$ cat src/rtl/mem_access_unit_pkg.sv
// Shared definitions for the load/store unit: FUN3 codes, FSM states and size decode.
package mem_access_unit_pkg;

  // Load/store width codes carried in FUN3.
  localparam logic [2:0] Fun3Byte   = 3'b000;
  localparam logic [2:0] Fun3Half   = 3'b001;
  localparam logic [2:0] Fun3Word   = 3'b010;
  localparam logic [2:0] Fun3Double = 3'b011;
  localparam logic [2:0] Fun3ByteU  = 3'b100;
  localparam logic [2:0] Fun3HalfU  = 3'b101;
  localparam logic [2:0] Fun3WordU  = 3'b110;

  typedef enum logic [2:0] {
    StIdle,
    StReq0,
    StWait0,
    StReq1,
    StWait1,
    StResp
  } mau_state_e;

  // log2 of the access size in bytes.
  function automatic logic [1:0] fun3_size_log2(input logic [2:0] fun3);
    logic [1:0] size;
    case (fun3)
      Fun3Byte, Fun3ByteU: size = 2'd0;
      Fun3Half, Fun3HalfU: size = 2'd1;
      Fun3Word, Fun3WordU: size = 2'd2;
      default:             size = 2'd3;
    endcase
    return size;
  endfunction

  // Unsigned loads have no store counterpart; 64-bit forms need a 64-bit datapath.
  function automatic logic fun3_legal(input logic [2:0] fun3, input logic is_store,
                                      input logic is_rv64);
    logic legal;
    case (fun3)
      Fun3Byte, Fun3Half, Fun3Word: legal = 1'b1;
      Fun3Double:                   legal = is_rv64;
      Fun3ByteU, Fun3HalfU:         legal = !is_store;
      Fun3WordU:                    legal = !is_store && is_rv64;
      default:                      legal = 1'b0;
    endcase
    return legal;
  endfunction

endpackage

$ cat src/rtl/mau_lane_align.sv
// Byte-lane steering: store rotate and byte enables, load merge and sign/zero extension.
module mau_lane_align #(
  parameter int unsigned XLEN = 32
) (
  input  logic [$clog2(XLEN/8)-1:0] i_offset,
  input  logic [1:0]                i_size,
  input  logic                      i_unsigned,
  input  logic [XLEN-1:0]           i_wdata,
  input  logic [XLEN-1:0]           i_rdata0,
  input  logic [XLEN-1:0]           i_rdata1,
  output logic [XLEN/8-1:0]         o_be0,
  output logic [XLEN/8-1:0]         o_be1,
  output logic [XLEN-1:0]           o_wdata,
  output logic [XLEN-1:0]           o_rdata
);
  localparam int unsigned NB = XLEN / 8;
  localparam int unsigned OW = $clog2(NB);

  logic [2*NB-1:0] w_size_mask;
  logic [2*NB-1:0] w_be_shifted;
  logic [OW+2:0]   w_bit_off;
  logic [OW+3:0]   w_rot_amt;
  logic [7:0]      w_ext_bits;
  logic [XLEN-1:0] w_merged;
  logic [XLEN-1:0] w_keep_mask;
  logic            w_sign;

  assign w_bit_off = {i_offset, 3'b000};

  // Byte mask of the access, spilling into the upper half when it crosses a word.
  assign w_size_mask  = (2*NB)'((16'd1 << (4'd1 << i_size)) - 16'd1);
  assign w_be_shifted = w_size_mask << i_offset;
  assign o_be0        = w_be_shifted[NB-1:0];
  assign o_be1        = w_be_shifted[2*NB-1:NB];

  // Rotate left by the byte offset so each beat finds its bytes in the right lanes.
  assign w_rot_amt = (OW+4)'(XLEN) - (OW+4)'(w_bit_off);
  assign o_wdata   = XLEN'({i_wdata, i_wdata} >> w_rot_amt);

  // Beat-0 upper bytes followed by beat-1 lower bytes.
  assign w_merged    = XLEN'({i_rdata1, i_rdata0} >> w_bit_off);
  assign w_ext_bits  = 8'd8 << i_size;
  assign w_keep_mask = ~({XLEN{1'b1}} << w_ext_bits);
  assign w_sign      = !i_unsigned && |(w_merged & (XLEN'(1) << (w_ext_bits - 8'd1)));
  assign o_rdata     = w_sign ? (w_merged | ~w_keep_mask) : (w_merged & w_keep_mask);

endmodule

$ cat src/rtl/mem_access_unit.sv
// Load/store unit: one CPU request becomes one or two aligned bus beats.
module mem_access_unit
  import mem_access_unit_pkg::*;
#(
  parameter int unsigned XLEN        = 32,
  parameter bit          MISALIGN_EN = 1'b1
) (
  input  logic              clk,
  input  logic              rst_n,
  input  logic              req_valid,
  output logic              req_ready,
  input  logic              req_we,
  input  logic [2:0]        req_funct3,
  input  logic [XLEN-1:0]   req_addr,
  input  logic [XLEN-1:0]   req_wdata,
  output logic              resp_valid,
  input  logic              resp_ready,
  output logic [XLEN-1:0]   resp_rdata,
  output logic              resp_fault,
  output logic              mem_req,
  input  logic              mem_gnt,
  output logic              mem_we,
  output logic [XLEN/8-1:0] mem_be,
  output logic [XLEN-1:0]   mem_addr,
  output logic [XLEN-1:0]   mem_wdata,
  input  logic              mem_rvalid,
  input  logic [XLEN-1:0]   mem_rdata
);
  localparam int unsigned NB = XLEN / 8;
  localparam int unsigned OW = $clog2(NB);

  mau_state_e      r_state, w_next_state;
  logic            r_we;
  logic [2:0]      r_funct3;
  logic [XLEN-1:0] r_addr;
  logic [XLEN-1:0] r_wdata;
  logic [XLEN-1:0] r_rdata0;
  logic [XLEN-1:0] r_resp_rdata;
  logic            r_resp_fault;

  logic            w_accept;
  logic [2:0]      w_req_low_mask;
  logic            w_req_misaligned;
  logic            w_req_fault;
  logic [1:0]      w_size;
  logic            w_cross;
  logic [NB-1:0]   w_be0, w_be1;
  logic [XLEN-1:0] w_beat0_addr, w_beat1_addr;
  logic [XLEN-1:0] w_wdata_rot, w_load_data, w_lane_rdata0;

  assign w_accept = req_valid && req_ready;

  // Fault is decided at acceptance so faulting requests never touch the bus.
  assign w_req_low_mask   = (3'd1 << fun3_size_log2(req_funct3)) - 3'd1;
  assign w_req_misaligned = |(req_addr[2:0] & w_req_low_mask);
  assign w_req_fault      = !fun3_legal(req_funct3, req_we, XLEN == 64) ||
                            (!MISALIGN_EN && w_req_misaligned);

  assign w_size        = fun3_size_log2(r_funct3);
  assign w_beat0_addr  = {r_addr[XLEN-1:OW], {OW{1'b0}}};
  assign w_beat1_addr  = w_beat0_addr + XLEN'(NB);
  assign w_cross       = |w_be1;
  // In WAIT0 the live bus data is beat 0; by WAIT1 it has been captured.
  assign w_lane_rdata0 = (r_state == StWait0) ? mem_rdata : r_rdata0;

  mau_lane_align #(
    .XLEN(XLEN)
  ) u_lane_align (
    .i_offset  (r_addr[OW-1:0]),
    .i_size    (w_size),
    .i_unsigned(r_funct3[2]),
    .i_wdata   (r_wdata),
    .i_rdata0  (w_lane_rdata0),
    .i_rdata1  (mem_rdata),
    .o_be0     (w_be0),
    .o_be1     (w_be1),
    .o_wdata   (w_wdata_rot),
    .o_rdata   (w_load_data)
  );

  // State register.
  always_ff @(posedge clk or negedge rst_n) begin
    if (!rst_n) begin
      r_state <= StIdle;
    end else begin
      r_state <= w_next_state;
    end
  end

  // Next-state logic.
  always_comb begin
    w_next_state = r_state;
    unique case (r_state)
      StIdle:  if (w_accept) w_next_state = w_req_fault ? StResp : StReq0;
      StReq0:  if (mem_gnt) w_next_state = StWait0;
      StWait0: if (mem_rvalid) w_next_state = w_cross ? StReq1 : StResp;
      StReq1:  if (mem_gnt) w_next_state = StWait1;
      StWait1: if (mem_rvalid) w_next_state = StResp;
      StResp:  if (resp_ready) w_next_state = StIdle;
      default: w_next_state = StIdle;
    endcase
  end

  // Outputs decoded from state; bus fields are zero whenever no beat is offered.
  always_comb begin
    req_ready  = 1'b0;
    resp_valid = 1'b0;
    mem_req    = 1'b0;
    mem_we     = 1'b0;
    mem_be     = '0;
    mem_addr   = '0;
    mem_wdata  = '0;
    unique case (r_state)
      StIdle: req_ready = 1'b1;
      StReq0: begin
        mem_req   = 1'b1;
        mem_we    = r_we;
        mem_be    = w_be0;
        mem_addr  = w_beat0_addr;
        mem_wdata = w_wdata_rot;
      end
      StReq1: begin
        mem_req   = 1'b1;
        mem_we    = r_we;
        mem_be    = w_be1;
        mem_addr  = w_beat1_addr;
        mem_wdata = w_wdata_rot;
      end
      StResp:  resp_valid = 1'b1;
      default: ;
    endcase
  end

  assign resp_rdata = r_resp_rdata;
  assign resp_fault = r_resp_fault;

  // Request capture and response assembly.
  always_ff @(posedge clk or negedge rst_n) begin
    if (!rst_n) begin
      r_we         <= 1'b0;
      r_funct3     <= '0;
      r_addr       <= '0;
      r_wdata      <= '0;
      r_rdata0     <= '0;
      r_resp_rdata <= '0;
      r_resp_fault <= 1'b0;
    end else begin
      if (w_accept) begin
        r_we         <= req_we;
        r_funct3     <= req_funct3;
        r_addr       <= req_addr;
        r_wdata      <= req_wdata;
        r_resp_fault <= w_req_fault;
        r_resp_rdata <= '0;
      end
      if ((r_state == StWait0) && mem_rvalid) begin
        r_rdata0 <= mem_rdata;
        if (!w_cross) r_resp_rdata <= r_we ? '0 : w_load_data;
      end
      if ((r_state == StWait1) && mem_rvalid) begin
        r_resp_rdata <= r_we ? '0 : w_load_data;
      end
    end
  end

endmodule

$ cat config.mk
export PLATFORM = sky130hd
export DESIGN_NAME = mem_access_unit
export DESIGN_NICKNAME = d
export VERILOG_FILES = /design/src/rtl/mem_access_unit_pkg.sv /design/src/rtl/mau_lane_align.sv /design/src/rtl/mem_access_unit.sv
export SDC_FILE = /design/constraint.sdc
export NUM_CORES = 1
export LEC_CHECK = 0
export CAP_MARGIN = 25
export CORE_MARGIN = 10
export CORE_UTILIZATION = 54
export CTS_CLUSTER_DIAMETER = 50
export DETAILED_ROUTE_END_ITERATION = 10
export PLACE_DENSITY = 0.93
export RECOVER_POWER = 25
export SLEW_MARGIN = 25
export SYNTH_ARGS = -nofsm -noshare
export SYNTH_HDL_FRONTEND = slang
export SYNTH_SLANG_ARGS = --single-unit
$ cat constraint.sdc
create_clock -name clk -period 4.3 [get_ports clk]
set_input_delay 0.86 -clock clk [delete_from_list [all_inputs] [get_ports clk]]
set_output_delay 0.86 -clock clk [all_outputs]
set_load 0.005 [all_outputs]
==> impl_metrics.py <==
metrics = {
    "run_status": {
        "status": "finished, violations left",
        "violations": "capacitance limit, slew limit",
    },
    "synthesis": {
        "avgSynthCellArea_um2": 10.2,
        "ys_ff_latch": 136,
        "synth-compound-area-share_pct": 10.8,
        "synthSimpleGateAreaFrac_pct": 17.2,
        "syn_inst": 841,
        "synth_adder_area_share_pct": 0.439,
        "synth_top_family_by_area": "multiplexers",
        "synthXorXnorAreaFrac_pct": 2.87,
        "synth_edf_count": 0,
        "synthArstFlopShare_pct": 100,
        "seq_area_frac_synth_pct": 39.8,
        "yosys_warnings": 0,
        "synth.distinct_cells": 62,
        "syn_area_um2": 8550,
        "synthMuxAreaShare_pct": 25.0,
        "ys.flop_type": "dfrtp_1",
    },
    "timing": {
        "fmax_mhz": 253,
        "rsz0062_at_grt": "false",
        "worst_pin_slew_ns": 2.15,
        "fin_crit_sh_pct": 91.9,
        "setup_viol": 0,
        "final_hold_viol_count": 0,
        "fin_skew_ns": 0.00971,
        "finalMaxSlewViolations": 87,
        "period_minus_slack_ns": 3.95,
        "fin_setup_tns_ns": 0,
        "relSlewSlack_pct": -43.3,
    },
    "finish": {
        "area_growth_pct": 32.9,
        "drive_gt1_share_pct": 18.4,
        "nets": 1133,
        "final_common_cell": "clkdlybuf4s50_1",
        "layout_common_cells": "clkdlybuf4s50_1, nand2_1, dfrtp_1",
        "fillers": 1005,
        "fin_cells": 1249,
    },
    "route": {
        "drt-initial-drc-count": 633,
        "wirelength_um": 27900,
        "via_count": 7675,
        "ant_nets": 0,
        "via_per_inst": 6.14,
        "dr.pass1.iters": 5,
        "wl_per_cell_um": 22.3,
        "drc": 0,
    },
    "power": {
        "power_density_nw_per_um2": 794,
        "power_leakage_nw": 4.66,
        "ir_worst_vdd_uv": 541,
        "p_sw_mw": 3.65,
        "total_power_mw": 9.02,
        "switching_share_pct": 40.4,
        "p_int_mw": 5.37,
        "p_seq_share_pct": 28.4,
        "p_clk_share_pct": 16.6,
        "combPwrFrac_pct": 55.0,
    },
    "worst_setup_path": {
        "start_kind": "flip-flop",
        "cp_max_fo": 21,
        "critical_path_class": "flip-flop to primary output",
        "cp-end-kind": "primary output",
        "cp.arrival_ns": 3.09,
        "critical_path_required_ns": 3.44,
        "max_stage_delay_ns": 0.63,
        "cp_slowest_cell": "clkdlybuf4s50_1",
        "timing.critical_path.cells": "inv_1, nand2_2, a2111oi_0, clkdlybuf4s50_1",
    },
    "clocking": {
        "clkTransAtPathRegs_ns": 0.06,
        "cts_setup_buffers": 0,
        "clock_path_buffers": 2,
        "cts_hold_buf": 0,
        "numCtsBuffers": 17,
        "clock-sinks": 136,
        "clk_latency_ns": 0.42,
        "cts_root_buf": "clkbuf_16",
        "tritoncts": "yes",
        "htree_levels": 4,
        "post_cts_resized": 0,
    },
    "place": {
        "port_buffers": 208,
        "dp_hpwl_um": 19500,
        "dp.cells": 1216,
        "gp_congestion": 0.878,
    },
    "global_routing": {
        "grt_pass1_wl_um": 44000,
        "track_usage_pct": 25.5,
        "gr-total-overflow": 0,
        "grt_pass1_vias": 8027,
        "grt_max_degree": 87,
        "antenna_found_initial": 0,
    },
    "floorplanning": {
        "start_util_pct": 55.7,
        "ios": 211,
        "core-area_um2": 15400,
        "dieArea_um2": 21300,
        "row_count": 45,
        "die_w_um": 146,
        "fp.dieH_um": 146,
    },
    "job": {
        "maxCapViolCount": 1,
    },
    "min_path": {
        "hold_path_class": "flip-flop to flip-flop",
    },
}
==> worst paths after layout <==
path	from	to	slack [ns]	depth (start not counted)
min in group asynchronous	rst_n	r_rdata0[3]$_DFFE_PN0P_	1.05	1
worst max-delay path	r_state[2]$_DFFE_PN0P_	mem_be[1]	0.35	4
worst max register to register	r_state[0]$_DFFE_PN0P_	resp_rdata[29]$_DFF_PN0_	1.27	7
worst min-delay path	resp_rdata[2]$_DFF_PN0_	resp_rdata[2]$_DFF_PN0_	0.48	2
worst min register to register	resp_rdata[2]$_DFF_PN0_	resp_rdata[2]$_DFF_PN0_	0.48	2
max in group asynchronous	rst_n	r_addr[5]$_DFFE_PN0P_	1.09	2
==> kinds of logic (layout without fill, tap and decap cells) <==
| logic type | count (synthesis) | count (layout) |
|---|---|---|
| multiplexers | 159 | 159 |
| other | 1 | 3 |
| AND/OR/NAND/NOR | 307 | 307 |
| AO/OA/AOI/OAI | 134 | 134 |
| adder cells (fa/ha/maj) | 3 | 3 |
| XOR/XNOR | 28 | 28 |
| flip-flops | 136 | 136 |
| buffers and inverters | 73 | 268 |
==> cell usage after synthesis, types with 8 or more instances <==
cell type	number	area share [%]
a21oi_1	29	1.7
and3_1	13	0.95
buf_2	17	0.99
clkbuf_1	34	1.5
dfrtp_1	136	40
inv_1	8	0.35
mux2_2	77	10
mux2i_1	43	5.0
mux4_2	36	9.5
nand2_1	145	6.4
nand2b_1	10	0.73
nand3_1	18	1.1
nor2_1	66	2.9
nor3_1	8	0.47
o211ai_1	8	0.70
o21ai_0	32	1.9
o22a_1	16	1.6
o31ai_1	9	0.79
xnor2_1	16	1.6
xor2_1	12	1.2
==> power by group through the flow <==
stage               registers, mW  clock network (mW)  logic, mW
finish                       2.56                1.50       4.96
detailed placement           2.53                   0       4.88
global route                 2.63                1.56       5.34
floorplan                    2.31                   0       3.19
global placement             2.48                   0       4.72
CTS                          2.53                1.51       4.96
==> per-layer routing <==
layer | vias up | wire, um | global-route usage [%]
li1 | 3405 | - | -
met1 | 3735 | 10500 | 29.5
met2 | 484 | 13600 | 41.9
met3 | 51 | 3050 | 9.28
met4 | 0 | 740 | 10.0
met5 | - | 0 | 0
==> layout make-up <==
class / count / area [um^2] / share of cell area, %
antenna: 1 / 2.50 / 0.0220
clock buffer: 17 / 425 / 3.74
clock inverter: 15 / 178 / 1.56
inverter: 11 / 41.3 / 0.363
multi-input combinational: 633 / 4850 / 42.7
sequential: 136 / 3410 / 30.0
tap: 211 / 264 / 2.32
timing repair buffer: 225 / 2200 / 19.4
==> through the flow <==
step,hold slack (ns),setup slack [ns],utilization (%),area [um^2]
final,0.478,0.349,74.0,11400
after global routing,0.497,0.211,73.9,11400
after CTS,0.484,0.328,74.0,11400
after detailed placement,0.471,0.770,70.1,10800
after global placement,0.464,0.790,70.1,10800
after floorplan,0.455,1.05,-,8560
==> worst max-delay path, delay by kind of cell (launching register included) <==
kind	cells	cell delay, ns
buffers and inverters	2	1.09
AO/OA/AOI/OAI	1	0.61
flip-flops	1	0.58
AND/OR/NAND/NOR	1	0.39
==> registers in the layout, summed over array words and instances (netlist names) <==
| register | cells |
|---|---|
| r_addr | 32 |
| r_funct3 | 3 |
| r_rdata0 | 32 |
| r_state | 3 |
| r_wdata | 32 |
| r_we | 1 |
| resp_fault | 1 |
| resp_rdata | 32 |
No activity file was read; power rests on OpenSTA's default activity.
